## config.mk

```make
export PLATFORM = sky130hd
export DESIGN_NAME = code_step_monitor
export DESIGN_NICKNAME = d
export VERILOG_FILES = /design/src/rtl/code_step_monitor.sv
export SDC_FILE = /design/constraint.sdc
export NUM_CORES = 1
export LEC_CHECK = 0
export BUFFER_PORTS_ARGS = -buffer_cell sky130_fd_sc_hd__buf_2
export CAP_MARGIN = 20
export CORE_MARGIN = 2
export CORE_UTILIZATION = 49
export CTS_CLUSTER_DIAMETER = 40
export DETAILED_ROUTE_END_ITERATION = 10
export GPL_ROUTABILITY_DRIVEN = 0
export PLACE_DENSITY = 0.76
export SYNTH_ARGS = -nofsm -noshare
export SYNTH_HDL_FRONTEND = slang
export SYNTH_SLANG_ARGS = --single-unit
```

## constraint.sdc

```tcl
create_clock -name clk -period 2.5 [get_ports clk]
set_input_delay 0.25 -clock clk [delete_from_list [all_inputs] [get_ports clk]]
set_output_delay 0.25 -clock clk [all_outputs]
set_load 0.02 [all_outputs]
```

## src/rtl/code_step_monitor.sv

```systemverilog
// code_step_monitor: classifies each step between consecutive 3-bit codes and tracks like-class runs
module code_step_monitor #(
  parameter int RUN_W    = 4,
  parameter int LOCK_LEN = 4,
  parameter int CNT_W    = 8
) (
  input  logic             clk,
  input  logic             rst_n,
  input  logic             clear,
  input  logic             in_valid,
  input  logic [2:0]       in_code,
  output logic             out_valid,
  output logic             gray,
  output logic             excess_3,
  output logic             more,
  output logic             less,
  output logic             no_relation,
  output logic [1:0]       run_class,
  output logic [RUN_W-1:0] run_len,
  output logic             lock,
  output logic [CNT_W-1:0] err_cnt
);
  typedef enum logic {EMPTY, HAVE_PREV} state_t;
  localparam logic [1:0] NONE = 2'd0, UP = 2'd1, DOWN = 2'd2, GRAY = 2'd3;
  state_t state;
  logic [2:0] prev;
  logic [3:0] a, b;
  logic g, e, m, l, n;
  logic [1:0] cls;
  logic [RUN_W-1:0] nlen;
  always_comb begin
    a = {1'b0, in_code};
    b = {1'b0, prev};
    g = $onehot(in_code ^ prev);
    m = a == b + 4'd1;
    l = b == a + 4'd1;
    e = (a == b + 4'd3) || (b == a + 4'd3);
    n = !(g || e || m || l);
    cls = m ? UP : l ? DOWN : g ? GRAY : NONE;
    nlen = cls == NONE ? '0 : cls != run_class ? RUN_W'(1) : &run_len ? run_len : run_len + RUN_W'(1);
  end
  // clear behaves exactly like reset; reset simply wins by being in the same branch
  always_ff @(posedge clk) begin
    if (!rst_n || clear) begin
      state       <= EMPTY;
      prev        <= '0;
      out_valid   <= 1'b0;
      gray        <= 1'b0;
      excess_3    <= 1'b0;
      more        <= 1'b0;
      less        <= 1'b0;
      no_relation <= 1'b0;
      run_class   <= NONE;
      run_len     <= '0;
      lock        <= 1'b0;
      err_cnt     <= '0;
    end else begin
      out_valid <= in_valid && state == HAVE_PREV;
      if (in_valid) begin
        prev  <= in_code;
        state <= HAVE_PREV;
        if (state == HAVE_PREV) begin
          gray        <= g;
          excess_3    <= e;
          more        <= m;
          less        <= l;
          no_relation <= n;
          run_class   <= cls;
          run_len     <= nlen;
          lock        <= cls != NONE && nlen >= RUN_W'(LOCK_LEN);
          err_cnt     <= (n && !(&err_cnt)) ? err_cnt + CNT_W'(1) : err_cnt;
        end
      end
    end
  end
endmodule

```

==> metrics, run 1 <==
HP Start=in_valid; CP Launch Type=flop; ant diodes=0; GR met3 Demand/Resource=3.90%; number of flops mapped to enable cells by yosys=0; deepest level of the CTS H-tree=1; Worst Skew=0.0105 ns; vias in the first global route=1247; Crit Path Class=reg2reg; leading area contributor after synthesis=dfxtp_1; Reg clk slew, reported paths=0.14 ns; total grt overflow=0; initial core utilization=50.5%; fin nets=228; Fin. Hold Viols=0; global-route wire length before repair=5300 um; Iter 0 DRT Violations=82; DR WL/cell=12.4 um; Setup TNS=0 ns; busiest grt layer=met2; top post-synthesis cells by count=dfxtp_1 (25), nand2_1 (19), nor2_1 (18); Slew Limit Fails=0; worst min-delay path class=in2reg; routing usage on met1=24.6%; worst hold path depth=3; Layout area overhead=14.2%; Crit. End Element=flop; worst vdd ir=0.295 mV; Yosys reg bits=25; asr flop ratio synth=0%; final core utilization=57.7%; CTS root buffer=clkbuf_4; post-route ant nets=0; worst slew pin tran=0.813 ns; Compound-Gate Fraction of Synth Area=15.5%; routed vias/inst=5.61; R2R setup slack=0.21 ns; Site Rows=20; via count=1380; maxcap violations=0; Syn Area/Cell=8.34 um^2; P per Cell Area=426 nW/um^2; pin count of the biggest net entering global routing=23; Hold Path End=state; crit path max fanout=8; count leader, synth=dfxtp_1; Netlist cell types=42; GRT Overall Usage=19.0%; worst rel slew slack=45.8%; top_reg_cell synth=dfxtp_1; Residual DRC=0; GRT met2 Usage=33.1%; Critical Path AT=2.53 ns; RR Startpoint=prev[2]; CTS tree=yes; Die Width=59.7 um; setup repair after global routing missed its margin=no; Ys Warns=0; Synth Area in Adders=6.27%; P_leak=0.000800 uW; input/output buffers=27; initial antenna violation count=0; Die Span Y=59.7 um; dominant cells by area after synthesis=dfxtp_1 (33%), ha_1 (4.9%), nand2_1 (4.7%), nor2_1 (4.5%), xor2_1 (4.0%); register area share after synthesis=33.0%; layout cells sized above 1=21.6%; Post-Syn Area=1520 um^2; simple logic cell fraction of the synthesized area=26.7%; net count after synthesis=196; die area=3560 um^2; outcome=finished clean; TritonCTS buffer count=3; Clock Latency Late Sink=0.32 ns; first drt pass iteration count=4; Min Clock Period, post-route=2.29 ns; Clock Path Buffers=2; R2R depth=6; clk sinks=25; post-synthesis instance total=182; Final period util=91.6%; number of hold buffers added after CTS=0; mux share of post-synthesis cell area=4.70%; top-area cell type share of the netlist area=33.0%; CP Data Required Time=2.74 ns; largest family of logic cells by synthesized area=simple AND/OR/NAND/NOR gates; final wirelength=3060 um; core box area=3000 um^2; Final HPWL DP=2310 um; Synth Area in XOR/XNOR=8.24%; final setup vio count=0; worst flop-to-flop path endpoint=err_cnt[7]; # IOs=28; fmax=437 MHz
-- registers in the layout, indices dropped and copies added (netlist names) --
name and flops:
state 1, run_class 2, err_cnt 8, out_valid 1, no_relation 1, lock 1, excess_3 1, prev 3
less 1, gray 1, more 1, run_len 4
-- worst max-delay path, stage by stage, from the launching register on --
cell and delay (ns):
dfxtp_2 0.45, xor2_1 0.25, fa_1 0.45, or2b_1 0.21
nand3_1 0.20, or4_1 0.51, a21oi_1 0.14
-- power by group --
group | switching (uW) | internal [uW] | total, uW
registers | 5.60 | 403 | 409
clock network | 121 | 61.1 | 183
logic | 86.9 | 60.6 | 147
total | 214 | 525 | 739
-- per-layer routing --
| metal | vias to the layer above | share of wire, % |
|---|---|---|
| met4 | 0 | 0.42 |
| met2 | 31 | 48 |
| met3 | 2 | 4.0 |
| met1 | 634 | 47 |
| li1 | 713 | - |
| met5 | - | 0 |
-- repair_timing --
item	4_1_cts	5_1_grt
setup buffers	0	0
gates resized for setup	0	3
endpoints found under the setup margin	0	2
-- cell type report --
type | count | area, um^2
Clock inverter | 1 | 7.51
Fill cell | 284 | 1270
Sequential cell | 25 | 503
Timing Repair Buffer | 35 | 195
Clock buffer | 3 | 22.5
Multi-Input combinational cell | 142 | 937
Tap cell | 33 | 41.3
Inverter | 7 | 26.3
-- cells in the final DEF (no fill, tap or decap), types with 2 or more instances in the layout --
cell type	count
a21oi_1	12
a22oi_1	2
a31oi_1	5
and3_1	6
buf_2	27
buf_4	8
clkbuf_4	3
dfxtp_1	23
dfxtp_2	2
ha_1	6
inv_1	7
mux2i_1	6
nand2_1	19
nand2b_1	3
nand3_1	8
nand3b_1	2
nand4_1	4
nor2_1	18
nor2b_1	3
nor3_1	8
o211ai_1	2
o21ai_0	7
o31ai_1	2
or3_1	2
or4_1	3
xor2_1	7
xor3_1	2
-- metrics by stage --
stage	hold slack (ns)	total power [uW]	setup WS [ns]	std cells	area, um^2
floorplan	0.397	523	0.0412	182	1520
global placement	0.444	562	0.114	242	1700
detailed placement	0.447	563	0.0698	242	1700
CTS	0.245	742	0.0492	246	1730
global route	0.244	777	0.0535	246	1730
finish	0.252	739	0.210	246	1730
-- how the worst max path moves through the flow --
stage	slack, ns	from	to	depth (start not counted)
floorplan	0.04	prev[0]	run_len[0]	8
global placement	0.11	prev[0]	err_cnt[4]	8
detailed placement	0.07	prev[0]	err_cnt[4]	7
CTS	0.05	prev[2]	err_cnt[7]	6
global route	0.05	prev[2]	err_cnt[7]	6
finish	0.21	prev[2]	err_cnt[7]	6
-- kinds of logic after synthesis --
group	after synthesis
simple gates	81
flops	25
mux	7
compound gates	37
buf+inv	15
fa+ha+maj	7
xor+xnor	10
(Power assumes the default switching activity.)
==> run 2: changes to the inputs <==
CELL_PAD_IN_SITES_DETAIL_PLACEMENT = 0   (was unset)
CELL_PAD_IN_SITES_GLOBAL_PLACEMENT = 2   (was unset)
CORE_UTILIZATION = 30   (was 49)
CTS_BUF_LIST = sky130_fd_sc_hd__clkbuf_4   (was unset)
HOLD_SLACK_MARGIN = 0.08   (was unset)
PLACE_DENSITY = 0.79   (was 0.76)
==> run 2 against run 1 <==
Sequential share of layout area down 1.1 points. Cell count rose by 15%. First-iteration DRC count fell by 45%. Combinational power grew 8%. Critical endpoint unchanged.
==> metrics, run 2 (synthesized netlist as in run 1, its figures left out) <==
Largest register FFs=8 (unchanged); deepest level of the CTS H-tree=1 (unchanged); Residual DRC=0 (unchanged); Fin. Hold Viols=0 (unchanged); outcome=finished clean; Clock Path Buffers=2 (unchanged); Crit Path Class=reg2reg; area post-placement=1760 um^2 (+3.8%); number of hold buffers added after CTS=0 (unchanged); first drt pass iteration count=4 (unchanged); Resize count post-CTS=0 (unchanged); layout cells sized above 1=22.7% (+1.1 points); Final period util=94.7% (+3.1 points); biggest regs=err_cnt (8), run_len (4), prev (3); Min Clock Period, post-route=2.37 ns (+0.0779 ns); maxcap violations=0 (unchanged); Critical Path AT=2.62 ns (+0.09 ns); Die Span Y=75.1 um (+26%); worst min-delay path class=in2reg; vias in the first global route=1286 (+3.1%); Site Rows=25 (+25%); setup repair after global routing missed its margin=no; Reg clk slew, reported paths=0.15 ns (about the same); Worst Skew=0.0108 ns (+0.000336 ns); CTS root buffer=clkbuf_4; Setup TNS=0 ns (unchanged); dpl cells=279 (+15%); final instance area=1800 um^2 (+3.8%); worst vdd ir=0.183 mV (-38%); CTS tree=yes; GRT Overall Usage=13.8% (-5.2 points); P_leak=0.000817 uW (+2.1%); Crit-path slowest cell=or4_1; final non-filler cell total=283 (+15%); fmax=422 MHz (-3.3%); final wirelength=3690 um (+21%); final setup vio count=0 (unchanged); Layout area overhead=18.5%; CP Launch Type=flop; most frequent cells in the layout=buf_2 (27), dfxtp_1 (23), nand2_1 (19), nor2_1 (18), a21oi_1 (12); P per Cell Area=421 nW/um^2 (-1.2%); # IOs=28 (unchanged); Crit. End Element=flop; Clock Latency Late Sink=0.33 ns (about the same); crit path max fanout=8 (unchanged); Final HPWL DP=2700 um (+17%); Iter 0 DRT Violations=45 (-45%); cell family with most CP delay=simple AND/OR/NAND/NOR gates; initial antenna violation count=0 (unchanged); routed vias/inst=4.90 (-13%); core box area=4790 um^2 (+59%); crit path cell chain=inv_1, ha_1, xor2_2, nand3_2, a21oi_2, or3_1, or4_1, a21oi_1; pin count of the biggest net entering global routing=17 (-26%); CP Data Required Time=2.75 ns (about the same); ant diodes=0 (unchanged); commonest non-fill, non-tap cell in the layout=buf_2; total grt overflow=0 (unchanged); Largest Register=err_cnt; Layout fillers=522 (+84%); worst slew pin tran=0.663 ns (-0.150 ns); clk sinks=25 (unchanged); die area=5640 um^2 (+59%); fin nets=231 (+1.3%); TritonCTS buffer count=3 (unchanged); worst rel slew slack=55.8% (+10 points); global-route wire length before repair=6120 um (+15%); post-route ant nets=0 (unchanged); buffer count from post-CTS setup fixing=0 (unchanged); Slew Limit Fails=0 (unchanged); via count=1386 (+0.43%); Critical path buffers and inverters=1 (+1); DR WL/cell=13.1 um (+4.9%); input/output buffers=27 (unchanged); initial core utilization=31.7% (-19 points); Die Width=75.1 um (+26%); Largest stage delay, worst path=0.53 ns (+0.02 ns)
==> run 2: cell types whose count changed in the layout (fill, tap and decap cells not counted), sizes merged <==
cell,before,now
buf,35,38
clkinvlp,1,0
clkinv,0,1
==> run 2: report_power, final <==
group	total [uW]	leakage, uW	internal, uW	switching, uW
registers	408	0.000203	403	5.16
clock network	190	0.0000177	60.0	130
logic	159	0.000596	66.7	92.0
==> run 2: final timing paths <==
kind,depth (start not counted),slack [ns],start,end
worst max-delay path,8,0.13,prev[0],err_cnt[7]
worst min-delay path,4,0.25,clear,run_class[0]
worst max register to register,8,0.13,prev[0],err_cnt[7]
worst min register to register,2,0.47,more,more
==> run 2: per-stage QoR <==
step                hold slack (ns)  total power, uW  utilization (%)  setup slack (ns)
CTS                           0.235              772             37.4            0.0221
detailed placement            0.450              575             36.8            0.0616
floorplan                     0.397              523                -            0.0412
global placement              0.447              576             36.8            0.0742
global route                  0.261              806             37.6           0.00439
finish                        0.245              757             37.6             0.132
==> run 2: metal layers <==
metal	GRT usage [%]	share of wire, %	routed length [um]	vias to the layer above
met5	0	0	0	-
met4	2.38	0.51	19	0
met3	2.95	4.1	150	2
met2	22.3	47	1730	28
met1	19.3	49	1800	643
li1	-	-	-	713
==> run 2: layout make-up <==
type | instances | area (um^2) | share of cell area, %
multi-input cells | 142 | 940 | 52.3
flip-flops and latches | 25 | 503 | 28.0
repair buffers | 38 | 218 | 12.1
well taps | 67 | 83.8 | 4.66
inverters | 7 | 26.3 | 1.46
clock buffers | 3 | 22.5 | 1.25
clock inverters | 1 | 5.00 | 0.278
==> run 2: worst register-to-register path, stage by stage, from the launching register on <==
cell and delay, ns:
dfxtp_2 0.43, inv_1 0.07, ha_1 0.32, xor2_2 0.17, nand3_2 0.07, a21oi_2 0.08
or3_1 0.49, or4_1 0.53, a21oi_1 0.14
